## config.mk

```make
export PLATFORM = sky130hd
export DESIGN_NAME = ifetch_queue
export DESIGN_NICKNAME = d
export VERILOG_FILES = /design/src/rtl/kgp_minirisc_pkg.sv /design/src/rtl/ifq_slot_array.sv /design/src/rtl/ifetch_queue.sv
export SDC_FILE = /design/constraint.sdc
export NUM_CORES = 1
export LEC_CHECK = 0
export BUFFER_PORTS_ARGS = -buffer_cell sky130_fd_sc_hd__buf_2
export CAP_MARGIN = 20
export CORE_ASPECT_RATIO = 1.25
export CORE_MARGIN = 3
export CORE_UTILIZATION = 45
export CTS_CLUSTER_DIAMETER = 50
export DETAILED_ROUTE_END_ITERATION = 6
export GPL_ROUTABILITY_DRIVEN = 0
export GPL_TIMING_DRIVEN = 0
export MAX_ROUTING_LAYER = met4
export PLACE_DENSITY_LB_ADDON = 0.1
export RECOVER_POWER = 25
export SETUP_SLACK_MARGIN = 0.1
export SKIP_CTS_REPAIR_TIMING = 1
export SLEW_MARGIN = 5
export SYNTH_ARGS = -nofsm -noshare
export SYNTH_HDL_FRONTEND = slang
export SYNTH_SLANG_ARGS = --single-unit
```

## constraint.sdc

```tcl
create_clock -name clk -period 8.9 [get_ports clk]
set_input_delay 0.445 -clock clk [delete_from_list [all_inputs] [get_ports clk]]
set_output_delay 0.445 -clock clk [all_outputs]
set_load 0.05 [all_outputs]
```

## src/rtl/kgp_minirisc_pkg.sv

```systemverilog
// Shared KGP-miniRISC definitions: reset-PC sentinel, default widths and the
// fetch-queue slot state encoding.
package kgp_minirisc_pkg;

    localparam int ADDR_W_DEF  = 32;
    localparam int INSTR_W_DEF = 32;

    localparam logic [31:0] RESET_PC_SENTINEL = 32'hFFFF_FFFC;

    typedef enum logic [1:0] {
        EMPTY    = 2'd0,
        RESERVED = 2'd1,
        FILLED   = 2'd2
    } slot_state_t;

endpackage

```

## src/rtl/ifq_slot_array.sv

```systemverilog
// Circular storage for the fetch queue: per-slot state, address and data with
// head (decode), tail (issue) and fill (oldest outstanding) pointers.
module ifq_slot_array
    import kgp_minirisc_pkg::*;
#(
    parameter int DEPTH   = 4,
    parameter int ADDR_W  = ADDR_W_DEF,
    parameter int INSTR_W = INSTR_W_DEF
) (
    input  logic                       clk,
    input  logic                       rst,
    input  logic                       clear,
    input  logic                       wr_en,
    input  logic [ADDR_W-1:0]          wr_addr,
    input  logic                       fill_en,
    input  logic [INSTR_W-1:0]         fill_data,
    input  logic                       pop,
    output slot_state_t                head_state,
    output logic [ADDR_W-1:0]          head_addr,
    output logic [INSTR_W-1:0]         head_data,
    output logic [$clog2(DEPTH):0]     occupancy,
    output logic [$clog2(DEPTH):0]     reserved_cnt
);

    localparam int PW = $clog2(DEPTH);
    localparam int CW = PW + 1;

    slot_state_t          state_q [DEPTH];
    logic [ADDR_W-1:0]    addr_q  [DEPTH];
    logic [INSTR_W-1:0]   data_q  [DEPTH];
    logic [PW-1:0]        head_q, tail_q, fill_q;

    // Issue, fill and pop always touch three different slots (EMPTY, RESERVED,
    // FILLED respectively), so they can all land in the same cycle.
    always_ff @(posedge clk) begin
        if (!rst) begin
            for (int i = 0; i < DEPTH; i++) begin
                state_q[i] <= EMPTY;
                addr_q[i]  <= '0;
                data_q[i]  <= '0;
            end
            head_q <= '0;
            tail_q <= '0;
            fill_q <= '0;
        end else if (clear) begin
            for (int i = 0; i < DEPTH; i++) begin
                state_q[i] <= EMPTY;
            end
            head_q <= '0;
            tail_q <= '0;
            fill_q <= '0;
        end else begin
            if (wr_en) begin
                state_q[tail_q] <= RESERVED;
                addr_q[tail_q]  <= wr_addr;
                tail_q          <= tail_q + PW'(1);
            end
            if (fill_en) begin
                state_q[fill_q] <= FILLED;
                data_q[fill_q]  <= fill_data;
                fill_q          <= fill_q + PW'(1);
            end
            if (pop) begin
                state_q[head_q] <= EMPTY;
                head_q          <= head_q + PW'(1);
            end
        end
    end

    always_comb begin
        occupancy    = '0;
        reserved_cnt = '0;
        for (int i = 0; i < DEPTH; i++) begin
            if (state_q[i] != EMPTY)    occupancy    = occupancy + CW'(1);
            if (state_q[i] == RESERVED) reserved_cnt = reserved_cnt + CW'(1);
        end
    end

    assign head_state = state_q[head_q];
    assign head_addr  = addr_q[head_q];
    assign head_data  = data_q[head_q];

endmodule

```

## src/rtl/ifetch_queue.sv

```systemverilog
// KGP-miniRISC fetch stage: issues in-order imem requests from the PC, queues
// returned words for decode and drops stale responses after a redirect.
// Optional performance counters are compiled in with IFQ_PERF_EN.
module ifetch_queue
    import kgp_minirisc_pkg::*;
#(
    parameter int DEPTH   = 4,
    parameter int ADDR_W  = ADDR_W_DEF,
    parameter int INSTR_W = INSTR_W_DEF
) (
    input  logic               clk,
    input  logic               rst,
    input  logic [ADDR_W-1:0]  pc_addr,
    output logic               pc_stall,
    input  logic               flush,
    output logic               imem_req_valid,
    output logic [ADDR_W-1:0]  imem_req_addr,
    input  logic               imem_req_ready,
    input  logic               imem_rsp_valid,
    input  logic [INSTR_W-1:0] imem_rsp_data,
    output logic               dec_valid,
    output logic [INSTR_W-1:0] dec_instr,
    output logic [ADDR_W-1:0]  dec_pc,
    input  logic               dec_ready
`ifdef IFQ_PERF_EN
    ,
    output logic [31:0]        perf_fetch_cnt,
    output logic [31:0]        perf_drop_cnt,
    output logic [31:0]        perf_stall_cnt
`endif
);

    localparam int CW = $clog2(DEPTH) + 1;
    localparam int IW = CW + 1;

    logic [CW-1:0] drop_cnt, occupancy, reserved_cnt;
    logic [IW-1:0] inflight;
    slot_state_t   head_state;
    logic          sentinel, issue, pop, fill_en, rsp_live, rsp_dropped;

    assign sentinel = (pc_addr == RESET_PC_SENTINEL[ADDR_W-1:0]);

    // Dropped-but-outstanding responses also occupy memory capacity, so the
    // in-flight bound covers both; it implies occupancy < DEPTH.
    assign inflight       = IW'(occupancy) + IW'(drop_cnt);
    assign imem_req_valid = rst && !flush && !sentinel && (inflight < IW'(DEPTH));
    assign imem_req_addr  = pc_addr;
    assign issue          = imem_req_valid && imem_req_ready;
    assign pc_stall       = !rst || !(issue || flush || sentinel);

    assign dec_valid = (head_state == FILLED);
    assign pop       = dec_valid && dec_ready && !flush;

    assign rsp_live    = rst && imem_rsp_valid;
    assign fill_en     = rsp_live && !flush && (drop_cnt == '0) && (reserved_cnt != '0);
    assign rsp_dropped = rsp_live && ((drop_cnt != '0) || (flush && (reserved_cnt != '0)));

    ifq_slot_array #(
        .DEPTH   (DEPTH),
        .ADDR_W  (ADDR_W),
        .INSTR_W (INSTR_W)
    ) u_slots (
        .clk          (clk),
        .rst          (rst),
        .clear        (flush),
        .wr_en        (issue),
        .wr_addr      (pc_addr),
        .fill_en      (fill_en),
        .fill_data    (imem_rsp_data),
        .pop          (pop),
        .head_state   (head_state),
        .head_addr    (dec_pc),
        .head_data    (dec_instr),
        .occupancy    (occupancy),
        .reserved_cnt (reserved_cnt)
    );

    // On a flush every RESERVED slot becomes a response to discard; one that
    // arrives in the flush cycle itself is discarded immediately, hence the -1.
    always_ff @(posedge clk) begin
        if (!rst) begin
            drop_cnt <= '0;
        end else if (flush) begin
            drop_cnt <= drop_cnt + reserved_cnt - CW'(rsp_dropped);
        end else if (rsp_dropped) begin
            drop_cnt <= drop_cnt - CW'(1);
        end
    end

    always_ff @(posedge clk) begin
        if (rst && imem_rsp_valid) begin
            assert ((drop_cnt != '0) || (reserved_cnt != '0));
        end
    end

`ifdef IFQ_PERF_EN
    always_ff @(posedge clk) begin
        if (!rst) begin
            perf_fetch_cnt <= '0;
            perf_drop_cnt  <= '0;
            perf_stall_cnt <= '0;
        end else begin
            perf_fetch_cnt <= perf_fetch_cnt + 32'(issue);
            perf_drop_cnt  <= perf_drop_cnt  + 32'(rsp_dropped);
            perf_stall_cnt <= perf_stall_cnt + 32'(pc_stall);
        end
    end
`endif

endmodule

```

---- Yosys cells after proc, flatten, opt, wreduce, memory -nomap -nowiden ----
Memory sizes are Yosys's and may differ from the RTL's. A register that Yosys moved wholly into a read port is not among the register bits.
Cells that the tools add are included.
storage, ports and cells
  RAM bits ................................ 264
  output and inout bits ................... 99
  register bits after elaboration ......... 9
  logic and storage cells ................. 117
  bits of input ports ..................... 70
  memories kept ........................... 3
memories
  name             depth  bits a word  rd ports  clocked after Yosys merged registers in  write ports  line                  RTL
  u_slots.addr_q   4      32           1         1                                        4            ifq_slot_array.sv:29  logic [ADDR_W-1:0] addr_q [DEPTH];
  u_slots.data_q   4      32           1         1                                        4            ifq_slot_array.sv:30  logic [INSTR_W-1:0] data_q [DEPTH];
  u_slots.state_q  4      2            5         1                                        4            ifq_slot_array.sv:28  slot_state_t state_q [DEPTH];
cells by class
  muxes and demuxes ....................... 51
  add/subtract/negate cells ............... 13
  reduce and logical (&&, ||, !) cells .... 34
  bitwise gates (word level) .............. 5
  equal/unequal tests ..................... 6
  order comparisons ....................... 1
operators by type and width
  cell                  number
  $mux 32               2
  $reduce_or 32->1      2
  $mux 2                18
  $eq 32x32->1 const B  1
  $mux 3                8
  $mux 1                23
  $add 3x1->3 const B   4
  $logic_and 1x1->1     12
  $reduce_bool 2->1     5
  $eq 2x1->1 const B    4
  $reduce_or 2->1       4
  $add 2x1->2 const B   3
  $reduce_bool 3->1     2
  $add 1x1->2 const B   2
  $add 3x3->4           1
  $logic_not 1->1       4
  $logic_or 1x1->1      4
  $lt 4x3->1 const B    1
  $or 1x1->1            4
  $add 3x3->3           1
  $logic_not 3->1       1
  $sub 3x1->3           1
  $sub 3x1->3 const B   1
  $eq 2x2->1 const B    1
  $not 1->1             1

---- Longest topological paths before layout ----
An unclocked memory read counts as a cell.
  depth after elaboration ................. 19
  depth in mapped cells ................... 19
  mapped depth without buffers ............ 19

---- Modules after synthesis ----
From an unflattened synthesis, not the netlist that was laid out.
unflattened totals
  cell total of the unflattened synthesis .. 858
  area, all modules ....................... 12972.4 sq um
by module, submodules not included
  module          instances  area each (sq um)  sequential area each (sq um)  cells each
  ifq_slot_array  1          12226.7            8007.7                        761
  ifetch_queue    1          745.7              60.1                          97

---- Least setup slack after synthesis ----
No wires, ideal clock.
  path type ............................... reg2reg
  start ................................... memory u_slots.state_q[0][1] (netlist name)
  end ..................................... memory u_slots.data_q[0][0] (netlist name) (enable)
  clock period less this slack ............ 4.808 ns
  slack ................................... 4.092 ns
  path buffers ............................ 0
  arrival time ............................ 4.343 ns
  setup time .............................. 0.466 ns
  data required time ...................... 8.434 ns
  cell stages (with the launch flop) ...... 11
  cells stage by stage .................... dfxtp_1 -> nand2b_1 -> ha_1 -> inv_1 -> xnor2_1 -> ha_1 -> or4b_1 -> nor3b_1 -> o21ai_1 -> nand4_1 -> o21ai_0
RTL lines
  element             line
  start: declaration  ifq_slot_array.sv:28
  end: declaration    ifq_slot_array.sv:30

==> impl_metrics.yaml <==
clock_network:
  clk_path_buf_depth: 3
  tritoncts: "built"
  cts_sinks: 275
  htree_levels: 1
  numCtsBuffers: 31
  clk_latency_ns: 0.56
  clk_pin_slew_worst_paths_ns: 0.06
  clk_root_buffer_cell: "clkbuf_16"
logic_synthesis:
  syn_nets: 947
  ys_dominant_reg_cell: "edfxtp_1"
  synthDistinctLibCells: 56
  avgSynthCellArea_sq_um: 15.3
  netlist_area_sq_mm: 0.0130
  seq_area_frac_synth: 0.619
  syn_inst: 852
  yosysWarnings: 0
  synth_edf_count: 256
  async_flop_share: 0
  ys_ff_latch: 275
detailed_routing:
  vias_per_cell: 5.32
  post_drt_wl_per_cell_microns: 21.1
  first_pass_iters: 5
  wl_mm: 30.3
  drc: 0
  vias: 7663
  drtAntennaViolNets: 0
  drt_iter0_markers: 450
power:
  ir_drop_v: 0.000163
  leakage_uw: 0.00589
  power_density_mw_per_mm2: 210
place:
  hpwl_mm: 20.4
  portBuffers: 168
global_routing:
  grt_pass1_wl_mm: 46.7
  grt.total_usage: 0.203
  overflow: 0
  grt_pass1_vias: 8184
  grt_max_degree: 33
  antenna_found_initial: 1
setup_path:
  rr_endpoint: "drop_cnt[2]$_SDFFE_PN0P_"
  required_ns: 9.34
  crit_type: "reg2reg"
  reg2reg_from: "u_slots.state_q[1][0]$_SDFFE_PP0P_"
  worstPathMaxFanout: 9
  rr_worst_depth: 19
  startpoint_type: "register"
  rrSetupSlack_ns: 3.85
  crit_arrival_ns: 5.49
  critPathCaptureType: "register"
timing:
  skew_ns: 0.00757
  maxSlewHeadroom: -0.162
  finalCriticalPeriod_ns: 5.05
  max_clock_freq_mhz: 198
  rsz0062_at_grt: "false"
  final-setup-viol-count: 0
  tns_ns: 0
  worst_pin_slew_ns: 1.70
  drv_slew: 19
  post-route-period-util: 0.568
  finalHoldViolations: 0
run_status:
  status: "finished, violations left"
  failed_checks: "max-capacitance violations, max-slew violations"
hold_path:
  hold_start: "imem_rsp_data[3]"
  hold_class: "in2reg"
  whs_path_depth: 2
  hold-path-endpoint: "u_slots.data_q[1][3]$_SDFFCE_PN0P_"
floorplan:
  rows: 69
  die_h_microns: 196
  die_w_microns: 158
  ios: 169
  start_util: 0.458
  core_area_sq_mm: 0.0285
  dieArea_sq_mm: 0.0311
final_layout:
  fin_util: 0.540
  nets: 1155
  drive_above_1_share: 0.271
  syn_to_final_growth_pct: 17.9
job:
  cap_violations: 3
==> worst max path at each step <==
stage / start / endpoint / slack (ns) / cells past startpoint
floorplan: u_slots.state_q[0][1]$_SDFFE_PP0P_ / u_slots.data_q[0][0]$_SDFFCE_PN0P_ / 4.09 / 10
global placement: u_slots.state_q[1][1]$_SDFFE_PP0P_ / u_slots.data_q[2][4]$_SDFFCE_PN0P_ / 1.66 / 10
detailed placement: u_slots.state_q[1][1]$_SDFFE_PP0P_ / drop_cnt[2]$_SDFFE_PN0P_ / 4.03 / 19
CTS: u_slots.state_q[1][1]$_SDFFE_PP0P_ / drop_cnt[2]$_SDFFE_PN0P_ / 4.00 / 19
global route: u_slots.state_q[1][0]$_SDFFE_PP0P_ / drop_cnt[2]$_SDFFE_PN0P_ / 3.45 / 19
finish: u_slots.state_q[1][0]$_SDFFE_PP0P_ / drop_cnt[2]$_SDFFE_PN0P_ / 3.85 / 19
==> power by group <==
| part | switching [uW] | internal [uW] | total [uW] |
|---|---|---|---|
| Clock | 538 | 791 | 1330 |
| Combinational | 268 | 127 | 396 |
| Sequential | 20.9 | 1480 | 1500 |
| Total | 827 | 2400 | 3230 |
==> final cells by class <==
type,count,area [sq um]
multi-input combinational,481,4360
fill,2484,13100
inverter,16,60.1
clock inverter,24,285
buffer,80,440
tap,355,444
clock buffer,34,787
antenna,1,2.50
sequential,275,8070
timing repair buffer,175,925
==> cell families (layout without fill, tap and decap cells) <==
logic type                 Yosys count  in the layout  synth area share
buffers and inverters               96            329            0.0443
DFF                                275            275             0.619
and+or+nand+nor                    330            330             0.157
AOI/OAI and AO/OA                   46             46            0.0304
other                                0              1                 0
xor gates and xnor gates            10             10           0.00883
adders and majority gates           25             25            0.0246
muxes                               70             70             0.116
==> layer usage <==
metal	vias to the layer above	share of wire	GRT usage
met5	-	0	-
met4	0	0.023	0.0526
met3	53	0.058	0.0282
met2	238	0.52	0.349
met1	3770	0.40	0.252
li1	3602	-	-
==> synthesized netlist by cell type, types with 2 or more instances <==
cell	number	area [sq um]
nand4_1	14	87.6
buf_4	33	248
mux2i_1	4	40.0
buf_2	14	70.1
edfxtp_1	256	7690
nor2b_1	3	18.8
inv_1	16	60.1
and3_1	32	200
buf_6	10	113
nand3_1	2	10.0
a21oi_1	4	20.0
a221oi_1	4	35.0
mux4_2	65	1460
a32oi_1	4	35.0
and4_4	2	22.5
nand2_1	11	41.3
xnor2_1	7	61.3
xnor3_1	2	45.0
nor3_1	2	10.0
o21ai_0	6	30.0
clkbuf_1	22	82.6
nor4_1	2	12.5
and2_1	226	1410
nand2b_1	8	50.1
a22oi_1	4	30.0
dfxtp_1	19	380
nor3b_1	2	15.0
a21oi_2	2	17.5
and2b_2	2	17.5
a2111oi_4	3	82.6
nor2_1	12	45.0
nand3b_1	2	15.0
a31oi_1	3	18.8
o21a_1	3	22.5
a31o_2	7	61.3
ha_1	24	300
==> cell usage in the layout (no fill, tap or decap), drive strengths merged, types with 3 or more instances in the layout <==
cell type / count
nand2: 11
and3: 32
ha: 24
o21a: 3
nor2: 13
a22oi: 4
a2111oi: 3
xnor2: 7
a31o: 7
edfxtp: 256
nand2b: 8
a221oi: 4
mux2i: 4
clkbuf: 128
clkinvlp: 5
buf: 161
dfxtp: 19
and2b: 3
bufinv: 5
and4: 3
a31oi: 3
inv: 20
nand4: 14
a32oi: 4
clkinv: 10
nor2b: 3
o21ai: 7
mux4: 65
a21oi: 6
and2: 226
==> state kept, by name, summed over array words and instances, names as in the netlist, named ones only <==
name             cells
u_slots.state_q      8
u_slots.fill_q       2
drop_cnt             3
u_slots.head_q       2
u_slots.data_q     128
u_slots.tail_q       2
u_slots.addr_q     128
==> per-stage QoR <==
stage / total power (uW) / std cells / cell area [sq um] / hold WS [ns] / setup slack [ns]
finish: 3230 / 1441 / 15400 / 0.196 / 3.85
global route: 3350 / 1441 / 15400 / 0.181 / 3.45
CTS: 3270 / 1440 / 15600 / 0.175 / 4.00
detailed placement: 1940 / 1382 / 14500 / 0.496 / 4.03
global placement: 1930 / 1375 / 14300 / 0.490 / 1.66
floorplan: 1810 / 852 / 13000 / 0.470 / 4.09
==> worst max-delay path, cell delays in order, from the launching register on <==
cell	delay [ns]
dfxtp_1	0.44
nand2b_1	0.11
ha_1	0.34
inv_1	0.08
xnor2_1	0.26
ha_1	0.30
or4b_1	0.50
nor3b_1	0.24
o21ai_0	0.46
a31oi_1	0.31
nor2_1	0.06
ha_1	0.27
inv_1	0.04
ha_1	0.18
fa_1	0.38
xor2_1	0.17
xnor3_1	0.41
mux2i_1	0.19
xnor2_1	0.14
nor2_1	0.06
(Power assumes the default switching activity.)
